$ cat src/rtl/uart_arb_pkg.sv
// Shared types and helpers for the UART transmitter arbiter.
package uart_arb_pkg;

  typedef enum logic [1:0] {
    ST_IDLE,
    ST_GRANT,
    ST_SEND
  } arb_state_t;

  localparam int unsigned DEFAULT_DATA_WIDTH = 8;

  function automatic int unsigned onehot(input int unsigned idx);
    return 32'd1 << idx;
  endfunction

  function automatic int unsigned wrap_inc(input int unsigned idx, input int unsigned n);
    return (idx + 1 >= n) ? 0 : idx + 1;
  endfunction

endpackage

$ cat src/rtl/uart_tx_arbiter_rr_picker.sv
// Combinational round-robin search: first set req bit at or after rr_ptr.
module rr_picker #(
  parameter int unsigned N_REQ = 4
) (
  input  logic [N_REQ-1:0]         req,
  input  logic [$clog2(N_REQ)-1:0] rr_ptr,
  output logic                     valid,
  output logic [$clog2(N_REQ)-1:0] owner
);

  localparam int unsigned IDX_W = $clog2(N_REQ);

  logic [IDX_W-1:0] cand;

  always_comb begin
    valid = 1'b0;
    owner = '0;
    cand  = '0;
    for (int unsigned k = 0; k < N_REQ; k++) begin
      cand = IDX_W'((32'(rr_ptr) + k) % N_REQ);
      if (!valid && req[cand]) begin
        valid = 1'b1;
        owner = cand;
      end
    end
  end

endmodule

$ cat src/rtl/uart_tx_arbiter.sv
// Round-robin owner of the shared uart_tx with frame lock, burst cap and idle timeout.
module uart_tx_arbiter
  import uart_arb_pkg::*;
#(
  parameter int unsigned N_REQ      = 4,
  parameter int unsigned DATA_WIDTH = DEFAULT_DATA_WIDTH,
  parameter int unsigned TIMEOUT    = 1024,
  parameter int unsigned MAX_BURST  = 64
) (
  input  logic                        clk,
  input  logic                        reset,
  input  logic [N_REQ-1:0]            req,
  input  logic [N_REQ-1:0]            lock,
  input  logic [N_REQ-1:0]            start_in,
  input  logic [N_REQ*DATA_WIDTH-1:0] data_in,
  input  logic                        tx_active,
  input  logic                        tx_done,
  output logic [N_REQ-1:0]            grant,
  output logic                        tx_start,
  output logic [DATA_WIDTH-1:0]       tx_data,
  output logic                        busy,
  output logic                        timeout_evt
);

  localparam int unsigned IDX_W = $clog2(N_REQ);
  localparam int unsigned IW    = $clog2(TIMEOUT);
  localparam int unsigned BW    = $clog2(MAX_BURST + 1);

  arb_state_t              state_q, state_n;
  logic [IDX_W-1:0]        owner_q, owner_n;
  logic [IDX_W-1:0]        rr_ptr_q, rr_ptr_n;
  logic [IW-1:0]           idle_cnt_q, idle_cnt_n;
  logic [BW-1:0]           burst_cnt_q, burst_cnt_n;
  logic [N_REQ-1:0]        grant_n;
  logic                    tx_start_n;
  logic [DATA_WIDTH-1:0]   tx_data_n;
  logic                    timeout_n;
  logic                    rel;
  logic                    pick_valid;
  logic [IDX_W-1:0]        pick_owner;

  rr_picker #(.N_REQ(N_REQ)) u_picker (
    .req    (req),
    .rr_ptr (rr_ptr_q),
    .valid  (pick_valid),
    .owner  (pick_owner)
  );

  always_comb begin
    state_n     = state_q;
    owner_n     = owner_q;
    rr_ptr_n    = rr_ptr_q;
    idle_cnt_n  = idle_cnt_q;
    burst_cnt_n = burst_cnt_q;
    grant_n     = grant;
    tx_start_n  = 1'b0;
    tx_data_n   = tx_data;
    timeout_n   = 1'b0;
    rel         = 1'b0;

    case (state_q)
      ST_IDLE: begin
        // tx_active guards against a byte still in flight from before a reset
        if (!tx_active && pick_valid) begin
          owner_n     = pick_owner;
          grant_n     = N_REQ'(onehot(32'(pick_owner)));
          idle_cnt_n  = '0;
          burst_cnt_n = '0;
          state_n     = ST_GRANT;
        end
      end
      ST_GRANT: begin
        if (idle_cnt_q != IW'(TIMEOUT - 1))
          idle_cnt_n = idle_cnt_q + IW'(1);
        // start has priority over both req falling and timeout
        if (start_in[owner_q]) begin
          tx_data_n   = data_in[32'(owner_q)*DATA_WIDTH +: DATA_WIDTH];
          tx_start_n  = 1'b1;
          burst_cnt_n = burst_cnt_q + BW'(1);
          state_n     = ST_SEND;
        end else if (!req[owner_q]) begin
          rel = 1'b1;
        end else if (idle_cnt_q == IW'(TIMEOUT - 1)) begin
          rel       = 1'b1;
          timeout_n = 1'b1;
        end
      end
      ST_SEND: begin
        if (tx_done) begin
          if (lock[owner_q] && req[owner_q] && (burst_cnt_q < BW'(MAX_BURST))) begin
            idle_cnt_n = '0;
            state_n    = ST_GRANT;
          end else begin
            rel = 1'b1;
          end
        end
      end
      default: state_n = ST_IDLE;
    endcase

    if (rel) begin
      grant_n  = '0;
      rr_ptr_n = IDX_W'(wrap_inc(32'(owner_q), N_REQ));
      state_n  = ST_IDLE;
    end
  end

  always_ff @(posedge clk) begin
    if (reset) begin
      state_q     <= ST_IDLE;
      owner_q     <= '0;
      rr_ptr_q    <= '0;
      idle_cnt_q  <= '0;
      burst_cnt_q <= '0;
      grant       <= '0;
      tx_start    <= 1'b0;
      tx_data     <= '0;
      busy        <= 1'b0;
      timeout_evt <= 1'b0;
    end else begin
      state_q     <= state_n;
      owner_q     <= owner_n;
      rr_ptr_q    <= rr_ptr_n;
      idle_cnt_q  <= idle_cnt_n;
      burst_cnt_q <= burst_cnt_n;
      grant       <= grant_n;
      tx_start    <= tx_start_n;
      tx_data     <= tx_data_n;
      busy        <= (state_n != ST_IDLE);
      timeout_evt <= timeout_n;
    end
  end

endmodule

$ cat config.mk
export PLATFORM = sky130hd
export DESIGN_NAME = uart_tx_arbiter
export DESIGN_NICKNAME = d
export VERILOG_FILES = /design/src/rtl/uart_arb_pkg.sv /design/src/rtl/uart_tx_arbiter_rr_picker.sv /design/src/rtl/uart_tx_arbiter.sv
export SDC_FILE = /design/constraint.sdc
export NUM_CORES = 1
export LEC_CHECK = 0
export BUFFER_PORTS_ARGS = -buffer_cell sky130_fd_sc_hd__buf_2
export CORE_MARGIN = 3
export CORE_UTILIZATION = 45
export DETAILED_ROUTE_END_ITERATION = 10
export PLACE_DENSITY = 0.71
export SKIP_CTS_REPAIR_TIMING = 1
export SYNTH_ARGS = -nofsm -noshare
export SYNTH_HDL_FRONTEND = slang
export SYNTH_SLANG_ARGS = --single-unit
$ cat constraint.sdc
create_clock -name clk -period 5.1 [get_ports clk]
set_input_delay 0.765 -clock clk [delete_from_list [all_inputs] [get_ports clk]]
set_output_delay 0.765 -clock clk [all_outputs]
set_load 0.1 [all_outputs]
==> results.txt <==
CP Buf/Inv Count: 0
Total Nets Final: 355
Most used DFF post-synth: dfxtp_1
Final Skew: 0.00775 ns
Int Pwr: 0.569 mW
Worst path required time: 5.27 ns
Share of post-route cells with drive strength above 1: 29.2%
Worst-Skew Late Latency: 0.30 ns
CP max stage delay: 0.85 ns
Gr usage total: 19.7%
Synthesized area: 0.00210 mm^2
Pwr Density: 324 mW/mm^2
Synthesized netlist cell count: 243
Initial antenna violation count: 0
Largest net degree at the start of global routing: 36
Tcrit/Tclk final: 53.6%
Net Sw Power: 0.263 mW
Post-synth EDFFs: 0
Syn_nets: 298
Area post-placement: 0.00243 mm^2
Clock buffer depth: 2
Hold_sp: grant[2]
Vias in the first global route: 1,885
Clock transition at the registers of the reported paths: 0.08 ns
Final worst slack: 2.36 ns
Worst-Margin Slew: 0.805 ns
YS warnings: 0
CP delay by family, top: flip-flops
Sequential element share of the synthesized area: 36.2%
Max-cap violation count: 0
Status: complete, no violations
M2 GR Usage: 32.2%
Vias: 1,938
Slew HR: 46.3%
FF+latch count, synth: 38
Placer Congestion: 0.858
Most frequent cells after synthesis: 38 x dfxtp_1, 36 x nand2_1, 30 x a21oi_1
Critical Path Start Type: flip-flop
Synthesis-to-layout area growth: 22.2%
Initial Utilization: 47.3%
Finished Cell Area: 0.00257 mm^2
Routed WL: 4950 um
Logic pwr share: 24.0%
Final min period: 2.74 ns
Arr. time, crit path: 2.90 ns
Via-per-instance ratio: 5.49
Most frequent cell after synthesis: dfxtp_1
Fillers: 412
Fmax: 366 MHz
DP HPWL: 3650 um
Diodes inserted: 0
First-pass GRT wire length: 8510 um
Clock Sink Count: 38
Crit path kind: flip-flop to flip-flop
Critical-path cell list: mux4_2 > a31oi_1 > a2111o_1 > or2_0 > o32ai_2
First-pass iteration count of the detailed router: 4
Place WS: 2.37 ns
DIE HEIGHT: 74.3 um
H-tree Lvls: 2
Slowest-stage cell, CP: dfxtp_1
M1 GR Usage: 24.8%
Sw frac: 31.6%
CTS buffer count: 5
DRC: 0
Max Transition Viols Final: 0
Non-Filler Instances: 353
Reg power frac: 38.6%
ANT nets after route: 0
Peak VDD IR: 0.148 mV
Setup_tns: 0 ns
Yosys top cell area share: 36.2%
Async SR Flop Fraction: 0%
Clock share of power: 37.4%
Avg Cell Area, Syn: 8.65 um^2
Port Buf Inserts: 62
Gr busiest metal: met2
Reg2reg start: owner_q[0]
Yosys top cell by area: dfxtp_1
Leak: 1.02 nW
I/O pin total: 63
Hold slack: 0.452 ns
WL per Instance: 14.0 um
Placed Cells: 345
GR Util met3: 5.27%
Die W: 74.3 um
Final number of setup-violating endpoints: 0
FP Rows: 24
CTS tree: yes
Min-delay worst type: flip-flop to flip-flop
DIE AREA: 0.00553 mm^2
Core area: 0.00444 mm^2
Final hold vios: 0
Critical-path maximum fanout: 15
RSZ-0062 raised after global routing: false
Clock root buffer: clkbuf_8
Yosys cell types: 45
Crit path capture type: flip-flop
CP startpoint: owner_q[0]
Grt ovf: 0
Largest cells by area after synthesis: dfxtp_1 36%, mux4_2 12%, a21oi_1 7.1%, nand2_1 6.4%, ha_1 4.2%
Initial DRC Count: 127
per-layer routing:
layer / vias to the layer above / routed length, um
met2: 53 / 2390
met5: - / 0
met3: 6 / 276
li1: 999 / -
met1: 880 / 2220
met4: 0 / 64
per-stage QoR:
step,util [%],power [mW]
global route,57.8,0.876
global placement,54.7,0.524
detailed placement,54.7,0.527
finish,57.8,0.831
CTS,57.8,0.842
floorplan,-,0.478
registers in the layout, summed over array words and instances, names as in the netlist:
name and cells:
grant 4, busy 1, tx_data 8, burst_cnt_q 7
idle_cnt_q 10, rr_ptr_q 2, timeout_evt 1, owner_q 2
state_q 2, tx_start 1
worst reg2reg max path, stage by stage (launching register included):
cell      delay, ns
dfxtp_1        0.85
mux4_2         0.66
a31oi_1        0.19
a2111o_1       0.37
or2_0          0.40
o32ai_2        0.15
final timing paths:
| path | slack [ns] | end | depth (start not counted) |
|---|---|---|---|
| worst min register to register | 0.45 | grant[2] | 2 |
| worst min-delay path | 0.45 | grant[2] | 2 |
| worst max-delay path | 2.36 | idle_cnt_q[9] | 5 |
| worst max register to register | 2.36 | idle_cnt_q[9] | 5 |
area by class of cell:
class | count | area [um^2] | share of cell area [%]
Inverter | 11 | 41.3 | 1.61
Timing Repair Buffer | 62 | 310 | 12.1
Multi-Input combinational cell | 182 | 1250 | 48.8
Sequential cell | 38 | 761 | 29.6
Clock buffer | 5 | 68.8 | 2.68
Tap cell | 52 | 65.1 | 2.53
Clock inverter | 3 | 68.8 | 2.68
power by group through the flow:
stage	clock, mW	combinational (mW)	sequential, mW
finish	0.311	0.199	0.321
detailed placement	0	0.199	0.328
global placement	0	0.196	0.328
floorplan	0	0.101	0.377
CTS	0.321	0.199	0.321
global route	0.334	0.219	0.323
kinds of logic (layout without fill, tap and decap cells):
group | after synthesis | count (layout) | share of synthesized area, %
xor+xnor | 5 | 5 | 2.08
compound gates | 55 | 55 | 16.4
flops | 38 | 38 | 36.2
mux | 14 | 14 | 13.3
fa+ha+maj | 7 | 7 | 4.17
buf+inv | 23 | 81 | 4.17
simple gates | 101 | 101 | 23.7
layout by cell type (no fill, tap or decap), types with 2 or more instances in the layout:
| cell type | synthesis | final |
|---|---|---|
| and3_1 | 6 | 6 |
| or3_1 | 10 | 10 |
| nand2_1 | 36 | 36 |
| o21a_1 | 2 | 2 |
| a31oi_1 | 2 | 2 |
| and2_1 | 3 | 3 |
| ha_1 | 7 | 7 |
| o21ai_0 | 4 | 4 |
| o32ai_1 | 4 | 4 |
| inv_1 | 10 | 10 |
| xor2_1 | 4 | 4 |
| a21oi_1 | 30 | 30 |
| nand3_1 | 11 | 11 |
| bufinv_16 | 0 | 2 |
| nand2b_1 | 2 | 2 |
| mux2i_1 | 2 | 2 |
| o31ai_1 | 2 | 2 |
| dfxtp_1 | 38 | 38 |
| or4_1 | 3 | 3 |
| nor2_1 | 15 | 15 |
| nor3_1 | 4 | 4 |
| mux4_2 | 11 | 11 |
| or2_2 | 4 | 4 |
| clkbuf_8 | 0 | 5 |
| buf_2 | 1 | 62 |
| nor4_1 | 2 | 2 |
(Power assumes the default switching activity.)
